--- src/rtl/fpmul_norm_round.sv ---
// rtl/fpmul_norm_round.sv - FP multiply back end: normalize, denormalize, round, pack binary32, fflags
package fpmul_norm_round_pkg;
    typedef struct packed {
        logic [7:0] ctrl;
        logic [4:0] rd;
        logic       reg_write;
        logic       FP_reg_write;
    } exe_p_mux_bus_type;
endpackage

module fpmul_norm_round
    import fpmul_norm_round_pkg::*;
#(
    parameter int addr_width = 5,
    parameter int num_rds    = 2
) (
    input  logic                    clk,
    input  logic                    rst_n,
    input  logic                    en,
    input  logic [num_rds-1:0]      clear,
    input  logic [9:0]              exp_i,
    input  logic [47:0]             mant_i,
    input  logic                    sign_i,
    input  logic                    is_NaN_i,
    input  logic                    is_inf_i,
    input  logic                    is_zero_i,
    input  logic                    nv_i,
    input  logic [2:0]              rm_i,
    input  logic                    P_signal_i,
    input  exe_p_mux_bus_type       pipeline_signals_i,
    output logic [31:0]             result_o,
    output logic [4:0]              fflags_o,
    output exe_p_mux_bus_type       pipeline_signals_o,
    output logic                    P_O_signal,
    output logic [addr_width-1:0]   uu_rd [0:num_rds-1],
    output logic [num_rds-1:0]      uu_reg_write,
    output logic [num_rds-1:0]      uu_FP_reg_write
);

    // ---------------- stage A: normalize / denormalize ----------------
    logic signed [10:0] e0, e1, dn;
    logic [10:0]        emax;
    logic [5:0]         lz, shl, dsh;
    logic [46:0]        m1, m2;
    logic [47:0]        lost;
    logic               st1;
    logic [10:0]        e2;

    always_comb begin
        e0   = {exp_i[9], exp_i};
        lz   = 6'd47;
        for (int i = 0; i < 47; i++) begin
            if (mant_i[i]) lz = 6'(46 - i);
        end
        emax = 11'd0;
        shl  = 6'd0;
        st1  = 1'b0;
        if (mant_i[47]) begin
            m1  = 47'(mant_i >> 1);
            st1 = mant_i[0];
            e1  = e0 + 11'sd1;
        end else begin
            // never shift the exponent below 1; the rest becomes a subnormal
            if (e0 > 11'sd1) emax = 11'(e0 - 11'sd1);
            shl = ({5'd0, lz} < emax) ? lz : emax[5:0];
            m1  = mant_i[46:0] << shl;
            e1  = e0 - $signed({5'd0, shl});
        end
        dn  = 11'sd1 - e1;
        dsh = 6'd0;
        if (e1 < 11'sd1) dsh = (dn > 11'sd48) ? 6'd48 : dn[5:0];
        {m2, lost} = {m1, 48'd0} >> dsh;
        e2 = (e1 < 11'sd1) ? 11'd0 : 11'(e1);
    end

    logic [46:0]       a_m;
    logic [10:0]       a_e;
    logic              a_st, a_sign, a_nan, a_inf, a_zero, a_nv, a_p;
    logic [2:0]        a_rm;
    exe_p_mux_bus_type a_ps;

    always_ff @(posedge clk or negedge rst_n) begin
        if (!rst_n) begin
            a_m <= '0; a_e <= '0; a_st <= 1'b0; a_sign <= 1'b0;
            a_nan <= 1'b0; a_inf <= 1'b0; a_zero <= 1'b0; a_nv <= 1'b0;
            a_rm <= '0; a_p <= 1'b0; a_ps <= '0;
        end else if (clear[1]) begin
            a_m <= '0; a_e <= '0; a_st <= 1'b0; a_sign <= 1'b0;
            a_nan <= 1'b0; a_inf <= 1'b0; a_zero <= 1'b0; a_nv <= 1'b0;
            a_rm <= '0; a_p <= 1'b0; a_ps <= '0;
        end else if (en) begin
            a_m    <= m2;
            a_e    <= e2;
            a_st   <= st1 | (|lost);
            a_sign <= sign_i;
            a_nan  <= is_NaN_i;
            a_inf  <= is_inf_i;
            a_zero <= is_zero_i;
            a_nv   <= nv_i;
            a_rm   <= rm_i;
            a_p    <= P_signal_i;
            a_ps   <= pipeline_signals_i;
        end
    end

    // ---------------- stage B: round and pack ----------------
    logic        g, s, inc, nx, to_inf;
    logic [23:0] sum;
    logic [10:0] base, exp_r;
    logic [31:0] res_n;
    logic [4:0]  flg_n;

    always_comb begin
        g = a_m[22];
        s = (|a_m[21:0]) | a_st;
        case (a_rm)
            3'd1:    inc = 1'b0;
            3'd2:    inc = (g | s) & a_sign;
            3'd3:    inc = (g | s) & ~a_sign;
            3'd4:    inc = g;
            default: inc = g & (s | a_m[23]);
        endcase
        sum   = {1'b0, a_m[45:23]} + {23'd0, inc};
        base  = (a_e == 11'd0 && a_m[46]) ? 11'd1 : a_e;
        exp_r = base + {10'd0, sum[23]};
        nx    = g | s;
        case (a_rm)
            3'd1:    to_inf = 1'b0;
            3'd2:    to_inf = a_sign;
            3'd3:    to_inf = ~a_sign;
            default: to_inf = 1'b1;
        endcase
        if (a_nan) begin
            res_n = 32'h7FC00000;
            flg_n = {a_nv, 4'b0};
        end else if (a_inf) begin
            res_n = {a_sign, 8'hFF, 23'd0};
            flg_n = 5'b0;
        end else if (a_zero || (a_m == 47'd0 && !a_st)) begin
            res_n = {a_sign, 31'd0};
            flg_n = 5'b0;
        end else if (exp_r >= 11'd255) begin
            res_n = to_inf ? {a_sign, 8'hFF, 23'd0} : {a_sign, 8'hFE, 23'h7FFFFF};
            flg_n = 5'b00101;
        end else begin
            res_n = {a_sign, exp_r[7:0], sum[22:0]};
            flg_n = {3'b000, nx & (exp_r[7:0] == 8'd0), nx};
        end
    end

    always_ff @(posedge clk or negedge rst_n) begin
        if (!rst_n) begin
            result_o <= '0; fflags_o <= '0; pipeline_signals_o <= '0; P_O_signal <= 1'b0;
        end else if (clear[0]) begin
            result_o <= '0; fflags_o <= '0; pipeline_signals_o <= '0; P_O_signal <= 1'b0;
        end else if (en) begin
            result_o           <= res_n;
            fflags_o           <= flg_n;
            pipeline_signals_o <= a_ps;
            P_O_signal         <= a_p;
        end
    end

    assign uu_rd[0]        = a_ps.rd;
    assign uu_rd[1]        = pipeline_signals_o.rd;
    assign uu_reg_write    = {a_ps.reg_write, pipeline_signals_o.reg_write};
    assign uu_FP_reg_write = {a_ps.FP_reg_write, pipeline_signals_o.FP_reg_write};

endmodule

--- config.mk ---
export PLATFORM = sky130hd
export DESIGN_NAME = fpmul_norm_round
export DESIGN_NICKNAME = d
export VERILOG_FILES = /design/src/rtl/fpmul_norm_round.sv
export SDC_FILE = /design/constraint.sdc
export NUM_CORES = 1
export LEC_CHECK = 0
export CAP_MARGIN = 15
export CORE_UTILIZATION = 57
export DETAILED_ROUTE_END_ITERATION = 10
export PLACE_DENSITY = 0.85
export SLEW_MARGIN = 20
export SYNTH_ARGS = -nofsm -noshare
export SYNTH_HDL_FRONTEND = slang
export SYNTH_SLANG_ARGS = --single-unit
--- constraint.sdc ---
create_clock -name clk -period 6.05 [get_ports clk]
set_input_delay 0.605 -clock clk [delete_from_list [all_inputs] [get_ports clk]]
set_output_delay 0.605 -clock clk [all_outputs]
set_load 0.01 [all_outputs]
==> results of run 1 <==
-- per-stage QoR --
stage / hold slack (ns) / utilization, % / cell area, sq um / std cells
after floorplan: 0.3094 / - / 16850 / 2245
after global placement: 0.4568 / 81.94 / 22890 / 3245
after detailed placement: 0.4887 / 81.94 / 22890 / 3245
after CTS: 0.2269 / 94.83 / 26490 / 3417
-- synthesized netlist by cell type (all sizes together), types with 39 or more instances --
cell type / number / area, sq um
o21ai: 156 / 792.0
nor3: 60 / 305.3
mux2i: 110 / 1101
nor2: 208 / 795.8
clkbuf: 99 / 374.1
o22ai: 40 / 250.2
o211ai: 58 / 435.4
nand3: 147 / 740.7
nor4: 42 / 292.8
a211oi: 59 / 470.5
nand4: 39 / 244.0
a22o: 50 / 437.9
nand2: 256 / 963.4
dfrtp: 135 / 3378
buf: 89 / 484.2
a21oi: 113 / 569.3
-- layer usage --
layer / GRT overflow / global-route usage [%]
met1: 182 / 96.14
met2: 1336 / 122.0
met3: 163 / 88.92
met4: 536 / 115.1
met5: 53 / 85.57
-- cells by family after synthesis --
| kind of cell | count (synthesis) | synth area share, % |
|---|---|---|
| compound gates | 792 | 34.28 |
| xor+xnor | 44 | 2.363 |
| fa+ha+maj | 25 | 1.949 |
| buf+inv | 223 | 6.076 |
| flops | 135 | 20.72 |
| mux | 133 | 8.340 |
| other cells | 1 | 0.02299 |
| simple gates | 892 | 26.25 |
-- what timing repair did --
item	4_1_cts
gates cloned	5
setup buffers	139
setup endpoints to repair	80
resized for setup	441
pin swaps	138
==> parameters.txt, run 1 <==
Parameter                              Value

Yosys
  Seq/Total Area, Yosys ... 20.72%
  Async set-reset flop share out of synthesis ... 100.0%
  Number of enable-type register cells in the synthesized netlist ... 0
  Most instantiated flip-flop cell in the synthesis netlist ... sky130_fd_sc_hd__dfrtp_1
  Syn Std Cell Area ... 0.01631 sq mm
  Mean instance size in the synthesized netlist ... ~7.3 sq um
  Synthesized net count ... 2356
  Unique cell type count in the Yosys netlist ... 94
  Number of storage elements in the synthesis netlist ... 135
  Gate count after technology mapping ... 2245
  Yosys warnings ... 0

Outcome
  Error ... [ERROR GRT-0116] Global routing finished with congestion. Check the congestion regions in the DRC Viewer.
  Stage where the flow stopped ... global routing
  Result of the run ... did not finish

Clocking
  # hold bufs at CTS ... 0
  Number of sinks handled by clock tree synthesis ... around 140
  H-tree depth ... 4
  Clock root buffer ... sky130_fd_sc_hd__clkbuf_16
  Number of buffers created by CTS ... 17
  Largest buffer count on any clock path ... 2

Global routing
  Remaining global-route overflow ... 2270
  Via count of the first global-routing pass ... 35060
  Global-route wire length before repair ... 228800 um
  Largest net degree at the start of global routing ... 80
  GRT Total Usage ... 104.0%

Place
  Pre-CTS worst setup slack ... -3.609 ns
  RePlAce Congestion ... 1.339
  Placed wire-length estimate ... 64400 um
  I/O Buffers ... 152

Die
  Effective utilization at floorplan ... 58.38%
  X dimension of the die ... 171.1 um
  Number of top-level pins ... 154
  Number of rows created at floorplan ... 61
  Die Y ... 171.1 um
==> run 2: changes to the inputs <==
--- a/config.mk
+++ b/config.mk
@@ -6,9 +6,9 @@
 export NUM_CORES = 1
 export LEC_CHECK = 0
 export CAP_MARGIN = 15
-export CORE_UTILIZATION = 57
+export CORE_UTILIZATION = 40
 export DETAILED_ROUTE_END_ITERATION = 10
-export PLACE_DENSITY = 0.85
+export PLACE_DENSITY_LB_ADDON = 0.15
 export SLEW_MARGIN = 20
 export SYNTH_ARGS = -nofsm -noshare
 export SYNTH_HDL_FRONTEND = slang
==> run 2 against run 1 <==
Against the previous run:
- the flow now finishes, with violations (negative setup slack)
- synthesized cell count unchanged
- area after synthesis unchanged
==> parameters.txt, run 2 <==
Parameter                              Value

Outcome
  Result of the run ... finished, violations left (was did not finish)
  Failing checks ... negative setup slack

Cells and area
  Register bank with the most flops ... a_m
  Number of diodes ... 0
  Most used cells in the layout excluding fill and tap cells ... sky130_fd_sc_hd__buf_4 (728), sky130_fd_sc_hd__nand2_1 (237), sky130_fd_sc_hd__nor2_1 (175)
  Most common library cell in the layout ignoring fill and taps ... sky130_fd_sc_hd__buf_4
  Number of flip-flops under the largest register name ... 47
  Final standard cell count with taps included and fillers excluded ... between 3000 and 4000
  Layout-stage area growth over the synthesis result ... 70.66%
  Largest registers ... a_m x47, result_o x32, pipeline_signals_o x15
  Post-Layout Inst Area ... 0.02783 sq mm
  Share of layout cells above drive strength 1 ... 42.10%
  Number of nets in the layout ... 3193

Yosys
  Seq/Total Area, Yosys ... 20.72% (unchanged)
  Async set-reset flop share out of synthesis ... 100.0% (unchanged)
  Synthesized net count ... 2356 (unchanged)
  Top-count cell post-synth ... sky130_fd_sc_hd__nand2_1 (unchanged)
  Fraction of post-synthesis cell area in the top cell type by area ... 20.72% (unchanged)
  Unique cell type count in the Yosys netlist ... 94 (unchanged)
  Number of enable-type register cells in the synthesized netlist ... 0 (unchanged)
  Area fraction in compound gates after synthesis ... 34.28% (unchanged)
  Combinational family with the most area after synthesis ... compound AO/OA/AOI/OAI gates (unchanged)
  Post-synth top area cell ... sky130_fd_sc_hd__dfrtp_1 (unchanged)
  Cell types with the largest area share after synthesis ... sky130_fd_sc_hd__dfrtp_1 (21%), sky130_fd_sc_hd__mux2i_1 (6.8%), sky130_fd_sc_hd__nand2_1 (5.9%), sky130_fd_sc_hd__nor2_1 (4.7%), sky130_fd_sc_hd__nand3_1 (4.5%) (unchanged)
  Ranking of synthesized cells by instance count ... sky130_fd_sc_hd__nand2_1 (255), sky130_fd_sc_hd__nor2_1 (204), sky130_fd_sc_hd__nand3_1 (146), sky130_fd_sc_hd__dfrtp_1 (135), sky130_fd_sc_hd__o21ai_0 (120) (unchanged)
  Mean instance size in the synthesized netlist ... 7.264 sq um (unchanged)
  Post-synthesis share of cell area spent on xor and xnor gates ... 2.363% (unchanged)
  Gate count after technology mapping ... 2245 (unchanged)
  Number of storage elements in the synthesis netlist ... 135 (unchanged)
  Simple-Gate Fraction of Synth Area ... 26.25% (unchanged)
  Syn Std Cell Area ... 0.01631 sq mm (unchanged)
  Most instantiated flip-flop cell in the synthesis netlist ... sky130_fd_sc_hd__dfrtp_1 (unchanged)
  Share of synthesized area spent on multiplexers ... 8.340% (unchanged)
  Area share of fa/ha/maj cells after synthesis ... 1.949% (unchanged)
  Yosys warnings ... 0 (unchanged)

Timing
  Final setup skew ... around 0.016 ns
  Final hold violation count ... 0
  Worst max-slew margin expressed relative to the limit ... between 30% and 40%
  Max Transition Viols Final ... 0
  Crit path setup slack, layout ... -2.474 ns
  Setup repair after global routing missed its margin ... true
  Minimum clock period after layout ... 8.524 ns
  Maximum frequency from static timing analysis ... 117.3 MHz
  Total of endpoints with negative setup slack in the final report ... 57
  Part of the cycle the worst path needs ... 140.9%
  Actual transition at the worst max-transition pin ... between 1 and 1.5 ns

Clocking
  Number of buffers created by CTS ... 17 (unchanged)
  CTS tree ... done
  Largest buffer count on any clock path ... 2 (unchanged)
  Clock transition at the registers of the reported paths ... 0.06 ns
  Clock root buffer ... sky130_fd_sc_hd__clkbuf_16 (unchanged)
  H-tree depth ... 4 (unchanged)
  Number of sinks handled by clock tree synthesis ... 135 (unchanged)
  # hold bufs at CTS ... 0 (unchanged)
  Clock latency on the worst-skew pair ... 0.44 ns

Worst setup path
  Largest stage delay, worst path ... approximately 0.53 ns
  Kind of cell with the highest combined delay on the critical path ... compound AO/OA/AOI/OAI gates
  Worst setup slack for register-to-register paths ... 0.27 ns
  Worst endpoint required time ... 6.36 ns
  Setup crit start kind ... primary input
  CP max FO ... 6
  Number of buffers and inverters on the critical path ... 10
  Critical R2R Capture ... result_o[0]
  Critical path endpoint category ... flop
  Worst flop-to-flop path startpoint ... a_m[1]
  Worst r2r path cells ... 28
  Worst Path Class, Setup ... primary input to flop
  Slowest cell on crit path ... sky130_fd_sc_hd__or4_4
  Data arrival, critical path ... slightly below 9 ns

Global routing
  Remaining global-route overflow ... 0
  Largest net degree at the start of global routing ... 87
  Global-route wire length before repair ... 139900 um
  Via count of the first global-routing pass ... 22840
  Initial antenna violation count ... 1
  GRT Total Usage ... 44.09%

Pwr
  Overall power after layout ... around 8.7 mW
  Max rail drop VDD ... 0.0002212 V
  Leak Pwr ... 12.18 nW
  PD cells ... 313.1 mW/mm^2

Route
  Drt total wl ... 95630 um
  WL/cell ... 26.42 um
  Detail Route Antenna Nets ... 0
  Pre-antenna DRT Iters ... 6
  Via density per instance ... 6.578
  First DRT Iteration DRCs ... 3122
  DRC viols ... 0
  Via count ... 23810

Die
  Effective utilization at floorplan ... 40.76% (was 58.38%)
  Number of top-level pins ... 154 (unchanged)
  X dimension of the die ... 203.9 um (was 171.1 um)
  Die Footprint ... 0.04158 sq mm
  Number of rows created at floorplan ... 73 (was 61)
  Die Y ... 203.9 um (was 171.1 um)
  Core Region ... 0.04001 sq mm

Min path
  Kind of path behind the tightest hold check ... primary input to asynchronous set/reset pin

Place
  Cell count after placement ... 3468 (was 3245)
  Placed wire-length estimate ... 71540 um (was 64400 um)
  RePlAce Congestion ... 1.028 (was 1.339)
  I/O Buffers ... 152 (unchanged)
  DP Area ... 0.02376 sq mm (was 0.02289 sq mm)

Flow run
  Max Cap Viol ... 0
run 2: cell counts after synthesis:
Identical to the previous run, type by type.
run 2: worst max-delay path by stage:
stage	from	to	slack, ns	cells after the start
3_3_place_gp	mant_i[32]	a_st	-3.45	38
4_1_cts	mant_i[19]	a_st	-2.08	43
3_5_place_dp	mant_i[12]	a_st	-3.49	41
2_1_floorplan	mant_i[34]	a_st	-2.59	41
5_1_grt	exp_i[1]	a_st	-2.74	44
6_report	mant_i[7]	a_st	-2.47	41
run 2: layer usage:
layer,part of all wire [%],GRT usage (%),up-vias
li1,-,-,10340
met2,43,67.20,1650
met5,0,0,-
met1,40,58.78,11480
met3,12,9.726,346
met4,5.2,21.08,0
run 2: timing repair:
action / CTS / global route
setup endpoints to repair: 58 / 58
pin swaps: 104 / 76
cloned: 6 / 3
buffers inserted: 70 / 49
gates resized for setup: 300 / 257
endpoints found under the hold margin: 0 / 0
run 2: cell families after synthesis:
group           after synthesis
simple gates                892
compound gates              792
buf+inv                     223
flops                       135
mux                         133
xor+xnor                     44
fa+ha+maj                    25
other cells                   1
run 2: power breakdown:
part / switching [mW] / internal [mW] / leakage (nW) / total, mW
Sequential: 0.129 / 1.03 / 1.83 / 1.16
Combinational: 3.44 / 3.06 / 10.1 / 6.50
Clock: 0.413 / 0.633 / 0.288 / 1.05
Total: 3.99 / 4.73 / 12.2 / 8.71
run 2: through the flow:
stage	hold WS [ns]	utilization (%)	setup TNS, ns	setup WS, ns
after floorplan	0.3094	-	-95.19	-2.593
after global placement	0.4542	59.40	-138.68	-3.448
after detailed placement	0.4628	59.40	-143.94	-3.494
after CTS	0.1077	65.78	-72.74	-2.080
after global routing	0.1302	69.57	-99.10	-2.740
final	0.08742	69.57	-83.67	-2.474
run 2: cell type report:
class,instances,area [sq um]
clock buffers,20,456.7
clock inverters,12,141.4
fillers,3147,12170
inverters,35,141.4
multi-input cells,1887,14330
flip-flops and latches,135,3378
well taps,525,656.9
repair buffers,1006,8725
Note: power is estimated with default switching activity, not from simulation.
==> run 3: changes to the inputs <==
--- a/config.mk
+++ b/config.mk
@@ -9,7 +9,7 @@
 export CORE_UTILIZATION = 40
 export DETAILED_ROUTE_END_ITERATION = 10
 export PLACE_DENSITY_LB_ADDON = 0.15
-export SLEW_MARGIN = 20
+export SLEW_MARGIN = 5
 export SYNTH_ARGS = -nofsm -noshare
 export SYNTH_HDL_FRONTEND = slang
 export SYNTH_SLANG_ARGS = --single-unit
==> run 3 against run 2 <==
Against the previous run:
- the run still ends with negative setup slack left
- combinational power about the same
- die area unchanged
- register-to-register slack about the same
- largest cell class unchanged
- sequential share of layout area about the same
- design area about the same
- critical path type unchanged
- via count increased by 0.11%
- fmax about the same
- clock-buffer cell count unchanged
==> parameters.txt, run 3 (same netlist as run 2, synthesis figures left out) <==
Parameter                              Value

Pwr
  Overall power after layout ... 8.714 mW (was 8.713 mW)
  Leak Pwr ... 12.18 nW (about the same)
  PD cells ... 313.1 mW/mm^2 (about the same)
  Max rail drop VDD ... 0.0002204 V (was 0.0002212 V)

Timing
  Final hold violation count ... 0 (unchanged)
  Actual transition at the worst max-transition pin ... 1.179 ns (was 1.018 ns)
  Maximum frequency from static timing analysis ... 117.3 MHz (about the same)
  Part of the cycle the worst path needs ... 140.9% (about the same)
  Crit path setup slack, layout ... -2.474 ns (about the same)
  Total of endpoints with negative setup slack in the final report ... 57 (unchanged)
  Max Transition Viols Final ... 0 (unchanged)
  Final setup skew ... 0.01558 ns (was 0.01586 ns)
  Minimum clock period after layout ... 8.524 ns (about the same)
  Worst max-slew margin expressed relative to the limit ... 21.12% (was 31.41%)
  Setup repair after global routing missed its margin ... true (unchanged)

Flow run
  Max Cap Viol ... 0 (unchanged)

Worst setup path
  Critical path endpoint category ... flop (unchanged)
  CP max FO ... 6 (unchanged)
  Data arrival, critical path ... 8.83 ns (was 8.84 ns)
  Largest stage delay, worst path ... 0.53 ns (about the same)
  Setup crit start kind ... primary input (unchanged)
  Worst endpoint required time ... 6.36 ns (about the same)
  Slowest cell on crit path ... sky130_fd_sc_hd__or4_4 (unchanged)
  Worst Path Class, Setup ... primary input to flop (unchanged)
  Worst r2r path cells ... 28 (unchanged)

Die
  Effective utilization at floorplan ... 40.76% (unchanged)
  Core Region ... 0.04001 sq mm (unchanged)
  Die Footprint ... 0.04158 sq mm (unchanged)
  X dimension of the die ... 203.9 um (unchanged)
  Number of top-level pins ... 154 (unchanged)
  Number of rows created at floorplan ... 73 (unchanged)
  Die Y ... 203.9 um (unchanged)

Route
  Metal2 WL ... 41280 um (about the same)
  Via count ... 23840 (was 23810)
  Pre-antenna DRT Iters ... 6 (unchanged)
  Detail Route Antenna Nets ... 0 (unchanged)
  Top routing layer in use ... met4 (unchanged)
  WL/cell ... 26.41 um (was 26.42 um)
  Routed length on met3 ... 10810 um (was 11020 um)
  Via density per instance ... 6.585 (was 6.578)
  Drt total wl ... 95590 um (was 95630 um)
  First DRT Iteration DRCs ... 3122 (unchanged)
  Routed length on met1 ... 38500 um (was 38320 um)
  DRC viols ... 0 (unchanged)

Cells and area
  Largest registers ... a_m x47, result_o x32, pipeline_signals_o x15 (unchanged)
  Combined area of the multi-input logic cells ... 0.01433 sq mm (unchanged)
  Number of nets in the layout ... 3193 (unchanged)
  Number of flip-flops under the largest register name ... 47 (unchanged)
  Most common library cell in the layout ignoring fill and taps ... sky130_fd_sc_hd__buf_4 (unchanged)
  Most used cells in the layout excluding fill and tap cells ... sky130_fd_sc_hd__buf_4 (729), sky130_fd_sc_hd__nand2_1 (237), sky130_fd_sc_hd__nor2_1 (175) (was sky130_fd_sc_hd__buf_4 (728), sky130_fd_sc_hd__nand2_1 (237), sky130_fd_sc_hd__nor2_1 (175))
  Share of layout cells above drive strength 1 ... 42.07% (was 42.10%)
  Register bank with the most flops ... a_m (unchanged)
  Layout-stage area growth over the synthesis result ... 70.67% (was 70.66%)
  Fill cells ... 3146 (was 3147)
  Number of diodes ... 0 (unchanged)
  Register area ... 0.003378 sq mm (unchanged)

Place
  I/O Buffers ... 152 (unchanged)
  Placed wire-length estimate ... 71540 um (unchanged)
  RePlAce Congestion ... 1.028 (unchanged)
  Pre-CTS worst setup slack ... -3.494 ns (unchanged)

Clocking
  Clock root buffer ... sky130_fd_sc_hd__clkbuf_16 (unchanged)
  Clock latency on the worst-skew pair ... 0.44 ns (about the same)
  CTS tree ... done (unchanged)
  Number of sinks handled by clock tree synthesis ... 135 (unchanged)
  Largest buffer count on any clock path ... 2 (unchanged)
  H-tree depth ... 4 (unchanged)
  Number of buffers created by CTS ... 17 (unchanged)
  Clock transition at the registers of the reported paths ... 0.06 ns (about the same)

Outcome
  Failing checks ... negative setup slack (unchanged)
  Result of the run ... finished, violations left (unchanged)

Global routing
  Initial antenna violation count ... 1 (unchanged)
  Remaining global-route overflow ... 0 (unchanged)
  GRT Total Usage ... 44.09% (unchanged)
  Largest net degree at the start of global routing ... 87 (unchanged)
  Via count of the first global-routing pass ... 22840 (unchanged)
  Global-route wire length before repair ... 139900 um (unchanged)

Min path
  Kind of path behind the tightest hold check ... primary input to asynchronous set/reset pin (unchanged)
run 3: final cells by class:
| class | count | share of cell area (%) |
|---|---|---|
| Tap cell | 525 | 2.360 |
| Multi-Input combinational cell | 1887 | 51.49 |
| Timing Repair Buffer | 1006 | 31.35 |
| Sequential cell | 135 | 12.14 |
| Clock buffer | 20 | 1.641 |
| Clock inverter | 12 | 0.5080 |
| Inverter | 35 | 0.5080 |
run 3: path summary, 6_finish.rpt:
| kind | from | to | slack [ns] |
|---|---|---|---|
| worst min-delay path | rst_n | a_nan | 0.09 |
| min in group clk | result_o[0] | result_o[0] | 0.48 |
| worst max-delay path | mant_i[7] | a_st | -2.47 |
| max in group asynchronous | rst_n | a_e[2] | 4.57 |
| worst max register to register | a_m[1] | result_o[0] | 0.27 |
| worst min register to register | result_o[0] | result_o[0] | 0.48 |
run 3: critical path, delay by kind of cell:
family | cells | cell delay (ns)
adders and majority gates | 4 | 0.94
muxes | 2 | 0.40
and+or+nand+nor | 11 | 2.47
xor gates and xnor gates | 2 | 0.33
buffers and inverters | 10 | 1.50
AOI/OAI and AO/OA | 12 | 2.55
run 3: repair_timing:
action | in CTS | in global routing
pin swaps | 104 | 76
resized for setup | 300 | 257
cloned | 6 | 3
setup buffers | 70 | 49
hold buffers | 0 | 0
endpoints found under the setup margin | 58 | 58
run 3: routing by layer:
layer	GRT usage (%)	vias to the layer above
met1	58.78	11520
met5	0	-
li1	-	10340
met3	9.726	341
met2	67.20	1638
met4	21.08	0
run 3: through the flow:
step	instances	hold WS, ns	setup TNS [ns]	cell area [sq um]	util (%)
5_1_grt	3620	0.1282	-99.10	27830	69.57
3_3_place_gp	3468	0.4542	-138.68	23760	59.40
4_1_cts	3572	0.1077	-72.74	26320	65.78
2_1_floorplan	2245	0.3094	-95.19	16850	-
6_report	3620	0.08542	-83.69	27830	69.57
3_5_place_dp	3468	0.4628	-143.94	23760	59.40
run 3: power breakdown:
part	internal (mW)	switching (mW)	total (mW)
clock	0.633	0.413	1.05
combinational	3.06	3.45	6.51
sequential	1.03	0.129	1.16
